File: config.mk
export PLATFORM = sky130hd
export DESIGN_NAME = axi4_slave_write_data_flat
export DESIGN_NICKNAME = d
export VERILOG_FILES = /design/src/rtl/axi4_slave_write_data_if.sv /design/src/rtl/axi4_slave_write_data.sv /design/src/flat_wrapper.sv
export SDC_FILE = /design/constraint.sdc
export NUM_CORES = 1
export LEC_CHECK = 0
export CORE_UTILIZATION = 49
export DETAILED_ROUTE_END_ITERATION = 7
export PLACE_DENSITY = 0.8
export SLEW_MARGIN = 25
export SYNTH_ARGS = -nofsm -noshare
export SYNTH_HDL_FRONTEND = slang
export SYNTH_SLANG_ARGS = --single-unit
export TNS_END_PERCENT = 30
File: constraint.sdc
create_clock -name clk -period 2.6 [get_ports clk]
set_input_delay 0.39 -clock clk [delete_from_list [all_inputs] [get_ports clk]]
set_output_delay 0.39 -clock clk [all_outputs]
set_load 0.03 [all_outputs]
File: src/rtl/axi4_slave_write_data_if.sv
// AXI4 write-address and write-data channel bundle for axi4_slave_write_data.
// The master modport drives AW/W payload and valids; the slave modport returns the readies.
interface axi4_slave_write_data_if #(
  parameter int ID_WIDTH   = 4,
  parameter int ADDR_WIDTH = 32,
  parameter int DATA_WIDTH = 32
);
  localparam int STRB = DATA_WIDTH / 8;

  logic [ID_WIDTH-1:0]   awid;
  logic [ADDR_WIDTH-1:0] awaddr;
  logic [7:0]            awlen;
  logic [2:0]            awsize;
  logic [1:0]            awburst;
  logic                  awvalid;
  logic                  awready;
  logic [DATA_WIDTH-1:0] wdata;
  logic [STRB-1:0]       wstrb;
  logic                  wlast;
  logic                  wvalid;
  logic                  wready;

  modport master (
    output awid, awaddr, awlen, awsize, awburst, awvalid,
    output wdata, wstrb, wlast, wvalid,
    input  awready, wready
  );

  modport slave (
    input  awid, awaddr, awlen, awsize, awburst, awvalid,
    input  wdata, wstrb, wlast, wvalid,
    output awready, wready
  );
endinterface

File: src/rtl/axi4_slave_write_data.sv
// AXI4 slave write-address/write-data stage driving a registered memory write port.
// Define AXI4_WRAP_BURST_EN to support WRAP bursts; otherwise WRAP is addressed as INCR with SLVERR.
//
// state     | meaning
// IDLE      | awready high, waiting for an AW handshake
// DATA      | wready high, one memory write per accepted beat
// RESP_WAIT | burst reported via wdone, waiting for resp_ack
module axi4_slave_write_data #(
  parameter int ID_WIDTH   = 4,
  parameter int ADDR_WIDTH = 32,
  parameter int DATA_WIDTH = 32
) (
  input  logic                    clk,
  input  logic                    rst,
  axi4_slave_write_data_if.slave  bus,
  output logic                    mem_we,
  output logic [ADDR_WIDTH-1:0]   mem_addr,
  output logic [DATA_WIDTH-1:0]   mem_wdata,
  output logic [DATA_WIDTH/8-1:0] mem_wstrb,
  output logic                    wdone,
  output logic [ID_WIDTH-1:0]     stored_awid,
  output logic                    burst_err,
  input  logic                    resp_ack
);
  localparam int STRB     = DATA_WIDTH / 8;
  localparam int SIZE_MAX = $clog2(STRB);

  typedef enum logic [1:0] {IDLE, DATA, RESP_WAIT} state_t;

  state_t                state;
  logic [7:0]            beat_cnt;
  logic [7:0]            len;
  logic [ADDR_WIDTH-1:0] cur_addr;
  logic [ADDR_WIDTH-1:0] size_bytes;
  logic [ADDR_WIDTH-1:0] wrap_mask;
  logic                  fixed;
  logic                  wrap_en;
  logic                  cfg_err;
  logic                  suppress;

  logic                  aw_size_bad;
  logic                  aw_reserved;
  logic                  aw_wrap_en;
  logic                  aw_wrap_err;
  logic [ADDR_WIDTH-1:0] aw_size_bytes;
  logic [ADDR_WIDTH-1:0] aw_wrap_mask;
  logic [ADDR_WIDTH-1:0] incr_addr;
  logic [ADDR_WIDTH-1:0] next_addr;
  logic                  last_by_cnt;

  assign aw_size_bad   = bus.awsize > 3'(SIZE_MAX);
  assign aw_reserved   = bus.awburst == 2'b11;
  assign aw_size_bytes = ADDR_WIDTH'(1) << bus.awsize;
  assign aw_wrap_mask  = ((ADDR_WIDTH'(bus.awlen) + ADDR_WIDTH'(1)) << bus.awsize) - ADDR_WIDTH'(1);

`ifdef AXI4_WRAP_BURST_EN
  logic aw_len_ok;
  logic aw_aligned;
  assign aw_len_ok   = (bus.awlen == 8'd1) || (bus.awlen == 8'd3) ||
                       (bus.awlen == 8'd7) || (bus.awlen == 8'd15);
  assign aw_aligned  = (bus.awaddr & (aw_size_bytes - ADDR_WIDTH'(1))) == '0;
  assign aw_wrap_en  = (bus.awburst == 2'b10) && aw_len_ok && aw_aligned;
  assign aw_wrap_err = (bus.awburst == 2'b10) && !(aw_len_ok && aw_aligned);
`else
  assign aw_wrap_en  = 1'b0;
  assign aw_wrap_err = bus.awburst == 2'b10;
`endif

  // Wrap keeps the boundary base from the current address and wraps only the offset bits.
  assign incr_addr   = cur_addr + size_bytes;
  assign next_addr   = fixed   ? cur_addr :
                       wrap_en ? ((cur_addr & ~wrap_mask) | (incr_addr & wrap_mask)) :
                                 incr_addr;
  assign last_by_cnt = beat_cnt == len;

  always_ff @(posedge clk or negedge rst) begin
    if (!rst) begin
      state       <= IDLE;
      bus.awready <= 1'b0;
      bus.wready  <= 1'b0;
      mem_we      <= 1'b0;
      mem_addr    <= '0;
      mem_wdata   <= '0;
      mem_wstrb   <= '0;
      wdone       <= 1'b0;
      stored_awid <= '0;
      burst_err   <= 1'b0;
      beat_cnt    <= '0;
      len         <= '0;
      cur_addr    <= '0;
      size_bytes  <= '0;
      wrap_mask   <= '0;
      fixed       <= 1'b0;
      wrap_en     <= 1'b0;
      cfg_err     <= 1'b0;
      suppress    <= 1'b0;
    end else begin
      mem_we <= 1'b0;
      wdone  <= 1'b0;
      case (state)
        IDLE: begin
          bus.awready <= 1'b1;
          bus.wready  <= 1'b0;
          if (bus.awvalid && bus.awready) begin
            stored_awid <= bus.awid;
            len         <= bus.awlen;
            cur_addr    <= bus.awaddr;
            size_bytes  <= aw_size_bytes;
            wrap_mask   <= aw_wrap_mask;
            fixed       <= bus.awburst == 2'b00;
            wrap_en     <= aw_wrap_en;
            cfg_err     <= aw_reserved || aw_size_bad || aw_wrap_err;
            suppress    <= aw_reserved || aw_size_bad;
            beat_cnt    <= '0;
            bus.awready <= 1'b0;
            bus.wready  <= 1'b1;
            state       <= DATA;
          end
        end
        DATA: begin
          if (bus.wvalid && bus.wready) begin
            mem_we    <= !suppress;
            mem_addr  <= cur_addr;
            mem_wdata <= bus.wdata;
            mem_wstrb <= bus.wstrb;
            beat_cnt  <= beat_cnt + 8'd1;
            cur_addr  <= next_addr;
            if (bus.wlast || last_by_cnt) begin
              // wlast and the beat count must agree, otherwise the burst was early or short.
              burst_err  <= cfg_err || (bus.wlast != last_by_cnt);
              wdone      <= 1'b1;
              bus.wready <= 1'b0;
              state      <= RESP_WAIT;
            end
          end
        end
        RESP_WAIT: begin
          if (resp_ack) begin
            bus.awready <= 1'b1;
            state       <= IDLE;
          end
        end
        default: begin
          bus.awready <= 1'b0;
          bus.wready  <= 1'b0;
          state       <= IDLE;
        end
      endcase
    end
  end
endmodule
File: src/flat_wrapper.sv
// flat-port wrapper written by rule: the top's interface ports become plain ports
module axi4_slave_write_data_flat 
#(
  parameter int ID_WIDTH   = 4,
  parameter int ADDR_WIDTH = 32,
  parameter int DATA_WIDTH = 32
)
  (clk, rst, mem_we, mem_addr, mem_wdata, mem_wstrb, wdone, stored_awid, burst_err, resp_ack, bus_awid, bus_awaddr, bus_awlen, bus_awsize, bus_awburst, bus_awvalid, bus_wdata, bus_wstrb, bus_wlast, bus_wvalid, bus_awready, bus_wready);
  axi4_slave_write_data_if #(.ID_WIDTH(ID_WIDTH), .ADDR_WIDTH(ADDR_WIDTH), .DATA_WIDTH(DATA_WIDTH)) bus_i ();
  input  logic clk;
  input  logic rst;
  output logic mem_we;
  output logic [ADDR_WIDTH-1:0] mem_addr;
  output logic [DATA_WIDTH-1:0] mem_wdata;
  output logic [DATA_WIDTH/8-1:0] mem_wstrb;
  output logic wdone;
  output logic [ID_WIDTH-1:0] stored_awid;
  output logic burst_err;
  input  logic resp_ack;
  input wire logic [$bits(bus_i.awid)-1:0] bus_awid;
  input wire logic [$bits(bus_i.awaddr)-1:0] bus_awaddr;
  input wire logic [$bits(bus_i.awlen)-1:0] bus_awlen;
  input wire logic [$bits(bus_i.awsize)-1:0] bus_awsize;
  input wire logic [$bits(bus_i.awburst)-1:0] bus_awburst;
  input wire logic [$bits(bus_i.awvalid)-1:0] bus_awvalid;
  input wire logic [$bits(bus_i.wdata)-1:0] bus_wdata;
  input wire logic [$bits(bus_i.wstrb)-1:0] bus_wstrb;
  input wire logic [$bits(bus_i.wlast)-1:0] bus_wlast;
  input wire logic [$bits(bus_i.wvalid)-1:0] bus_wvalid;
  output wire logic [$bits(bus_i.awready)-1:0] bus_awready;
  output wire logic [$bits(bus_i.wready)-1:0] bus_wready;
  assign bus_i.awid = bus_awid;
  assign bus_i.awaddr = bus_awaddr;
  assign bus_i.awlen = bus_awlen;
  assign bus_i.awsize = bus_awsize;
  assign bus_i.awburst = bus_awburst;
  assign bus_i.awvalid = bus_awvalid;
  assign bus_i.wdata = bus_wdata;
  assign bus_i.wstrb = bus_wstrb;
  assign bus_i.wlast = bus_wlast;
  assign bus_i.wvalid = bus_wvalid;
  assign bus_awready = bus_i.awready;
  assign bus_wready = bus_i.wready;
  axi4_slave_write_data #(.ID_WIDTH(ID_WIDTH), .ADDR_WIDTH(ADDR_WIDTH), .DATA_WIDTH(DATA_WIDTH)) u_core (.clk(clk), .rst(rst), .bus(bus_i), .mem_we(mem_we), .mem_addr(mem_addr), .mem_wdata(mem_wdata), .mem_wstrb(mem_wstrb), .wdone(wdone), .stored_awid(stored_awid), .burst_err(burst_err), .resp_ack(resp_ack));
endmodule
==> impl_metrics.json <==
{
  "outcome": "complete, but fails checks",
  "failed_checks": "hold timing",
  "drt-initial-drc-count": 418,
  "critical_path_required_ns": 2.92,
  "ys_types": 52,
  "fillers": 946,
  "critical_path_arrival_ns": 2.84,
  "yosysWarnings": 0,
  "class_of_the_tightest_hold_or_removal_check": "in -> async",
  "fin_total_pwr_mw": 12.0,
  "mappedNetlistNets": 830,
  "cts_post_setup_buffers_inserted": 0,
  "timing.reg2reg.setup_slack_ns": 0.07,
  "initial_utilization_pct": 50.5,
  "routed-via-count": 5943,
  "floorplan.die.height_um": 116,
  "worstPathMaxFanout": 9,
  "area_share_of_the_leading_cell_type_in_the_synthesized_netlist_pct": 54.0,
  "postPlaceCellArea_um2": 8290,
  "antenna_cells": 0,
  "area_growth_pct": 40.7,
  "synth_enable_flop_cells": 0,
  "async_s_r_ff_share_synth_pct": 100,
  "final.min_clock_period_ns": 2.53,
  "first_pass_grt_wire_length_um": 28200,
  "fin_area_um2": 9000,
  "worstMarginPinSlew_ns": 1.08,
  "fp.coreArea_um2": 12700,
  "layout.cells.most_common_list": "283 x nand2_1, 166 x clkdlybuf4s50_1, 138 x dfrtp_1",
  "syn_inst": 728,
  "timing.final.crit_share_pct": 97.1,
  "final.setup_skew_ns": 0.00751,
  "drtPass1Iterations": 5,
  "ys_top_cells_by_area": "dfrtp_1 54%, nand2_1 17%, a21oi_1 2.7%",
  "port_buffers": 167,
  "r2r-end": "u_core.cur_addr[31]",
  "clock.fmax_mhz": 396,
  "clock_insertion_delay_worst_skew_ns": 0.41,
  "number_of_global_route_vias_before_repair": 5824,
  "cts-hold-fix-buffers": 0,
  "power.static_leakage_nw": 4.20,
  "cts_tree": "done",
  "synth_cell_area_um2": 6400,
  "power.density_cell_area_nw_per_um2": 1340,
  "fin_setup_tns_ns": 0,
  "finalHoldViolations": 1,
  "critical_path.endpoint_type": "flop",
  "gp_congestion": 0.984,
  "root_buffer": "clkbuf_16",
  "most_common_cell_after_layout_fill_and_taps_aside": "nand2_1",
  "report.final.slew_viol_count": 0,
  "grt_util_all_layers_pct": 27.2,
  "antenna_violating_nets_post_route": 0,
  "reg2reg_from": "u_core.cur_addr[1]",
  "worstSetupStartpoint": "u_core.cur_addr[1]",
  "design.portCount": 168,
  "nets": 994,
  "avgSynthCellArea_um2": 8.79,
  "synth-seq-cells": 138,
  "cts.reportedPaths.clkPinSlew_ns": 0.06,
  "routed_wire_length_per_instance_um": 16.3,
  "die_area_um2": 13500,
  "worst-setup-path-type": "reg -> reg",
  "r2r.worst_path.cells": 7,
  "post_route_cells_drive_above_1_share_pct": 6.41,
  "yosys_top_cell_by_area": "dfrtp_1",
  "hpwl_um": 12000,
  "clock_sink_count": 138,
  "final.hold.worst_slack_ns": -0.00157,
  "setup_violations": 0,
  "cts.htree.levels": 4,
  "wl_um": 17600,
  "die_width_um": 116,
  "max_cap_violations": 0,
  "grt_remaining_overflow": 0,
  "grt_start_max_net_pins": 77,
  "num_rows": 41,
  "initial_antenna_violation_count": 0,
  "cts_buffer_depth": 2,
  "start_kind": "flop",
  "route.detailed.vias_per_inst": 5.52,
  "timing.max_slew.rel_slack_pct": 28.2,
  "synth-main-ff-cell": "dfrtp_1",
  "synth_seq_area_share_pct": 54.0,
  "peak_vdd_ir_v": 0.000585,
  "tritoncts.num_buffers": 17,
  "route.detailed.drc": 0
}
where the power goes:
part / switching [mW] / total, mW / internal, mW
Sequential: 0.751 / 3.84 / 3.09
Clock: 0.916 / 2.89 / 1.97
Combinational: 3.19 / 5.31 / 2.11
cells by family after synthesis:
| logic type | Yosys count | share of synthesized area (%) |
|---|---|---|
| adders and majority gates | 11 | 2.27 |
| AOI/OAI and AO/OA | 121 | 12.7 |
| buffers and inverters | 46 | 2.80 |
| and+or+nand+nor | 392 | 25.6 |
| xor gates and xnor gates | 20 | 2.74 |
| DFF | 138 | 54.0 |
critical path: stages (launching register included):
cell and delay, ns:
dfrtp_1 0.43, ha_1 0.30, a21oi_1 0.08, nand4b_1 0.29, a2111oi_4 0.46, nor2_2 0.18
o41a_1 0.46, a211oi_2 0.23
state kept, by name, indices dropped and copies added, names as in the netlist:
signal and flops:
u_core.size_bytes 8, u_core.mem_wdata 32, u_core.mem_addr 32, u_core.bus.awready 1
u_core.cfg_err 1, u_core.len 8, u_core.fixed 1, u_core.bus.wready 1
u_core.state 2, u_core.burst_err 1, u_core.cur_addr 32, u_core.mem_we 1
u_core.beat_cnt 8, u_core.mem_wstrb 4, u_core.wdone 1, u_core.suppress 1
u_core.stored_awid 4
timing repair:
item                                    in CTS  in global routing
resized for setup                            0                  1
endpoints found under the setup margin       0                  5
hold endpoints to repair                     0                  0
through the flow:
step	setup WS (ns)	utilization [%]	hold WS, ns	cells
4_1_cts	0.0450	71.0	0.0276	1077
3_3_place_gp	0.201	65.4	0.431	1045
2_1_floorplan	0.436	-	0.0944	728
5_1_grt	-0.0238	71.0	0.0548	1077
6_report	0.0746	71.0	-0.00157	1077
3_5_place_dp	0.0970	65.4	0.440	1045
cell type report:
type | instances | area [um^2] | share of cell area (%)
Clock inverter | 11 | 239 | 2.65
Timing Repair Buffer | 183 | 1810 | 20.1
Multi-Input combinational cell | 544 | 2790 | 31.0
Inverter | 8 | 30.0 | 0.334
Clock buffer | 21 | 470 | 5.23
Tap cell | 172 | 215 | 2.39
Sequential cell | 138 | 3450 | 38.4
layer usage:
| metal | vias up | GRT usage, % | wire, um |
|---|---|---|---|
| met3 | 43 | 5.55 | 1320 |
| li1 | 2788 | - | - |
| met5 | - | 0 | 0 |
| met4 | 0 | 13.1 | 475 |
| met1 | 2819 | 34.9 | 7530 |
| met2 | 293 | 44.2 | 8240 |
Yosys cell counts (8+ instances only):
library cell and instances:
nor2_1 43, nor3_1 8, o21ai_0 25, nand4_1 10, xor2_1 16, dfrtp_1 138, nand3_1 11, clkbuf_1 33
a311oi_1 9, a21oi_1 34, nand2_1 283, inv_1 8, ha_1 10
worst max path at each step:
stage	endpoint
floorplan	u_core.cur_addr[31]
global placement	u_core.cur_addr[26]
detailed placement	u_core.cur_addr[26]
CTS	u_core.cur_addr[26]
global route	u_core.cur_addr[31]
finish	u_core.cur_addr[31]
No activity file was read; power rests on OpenSTA's default activity.
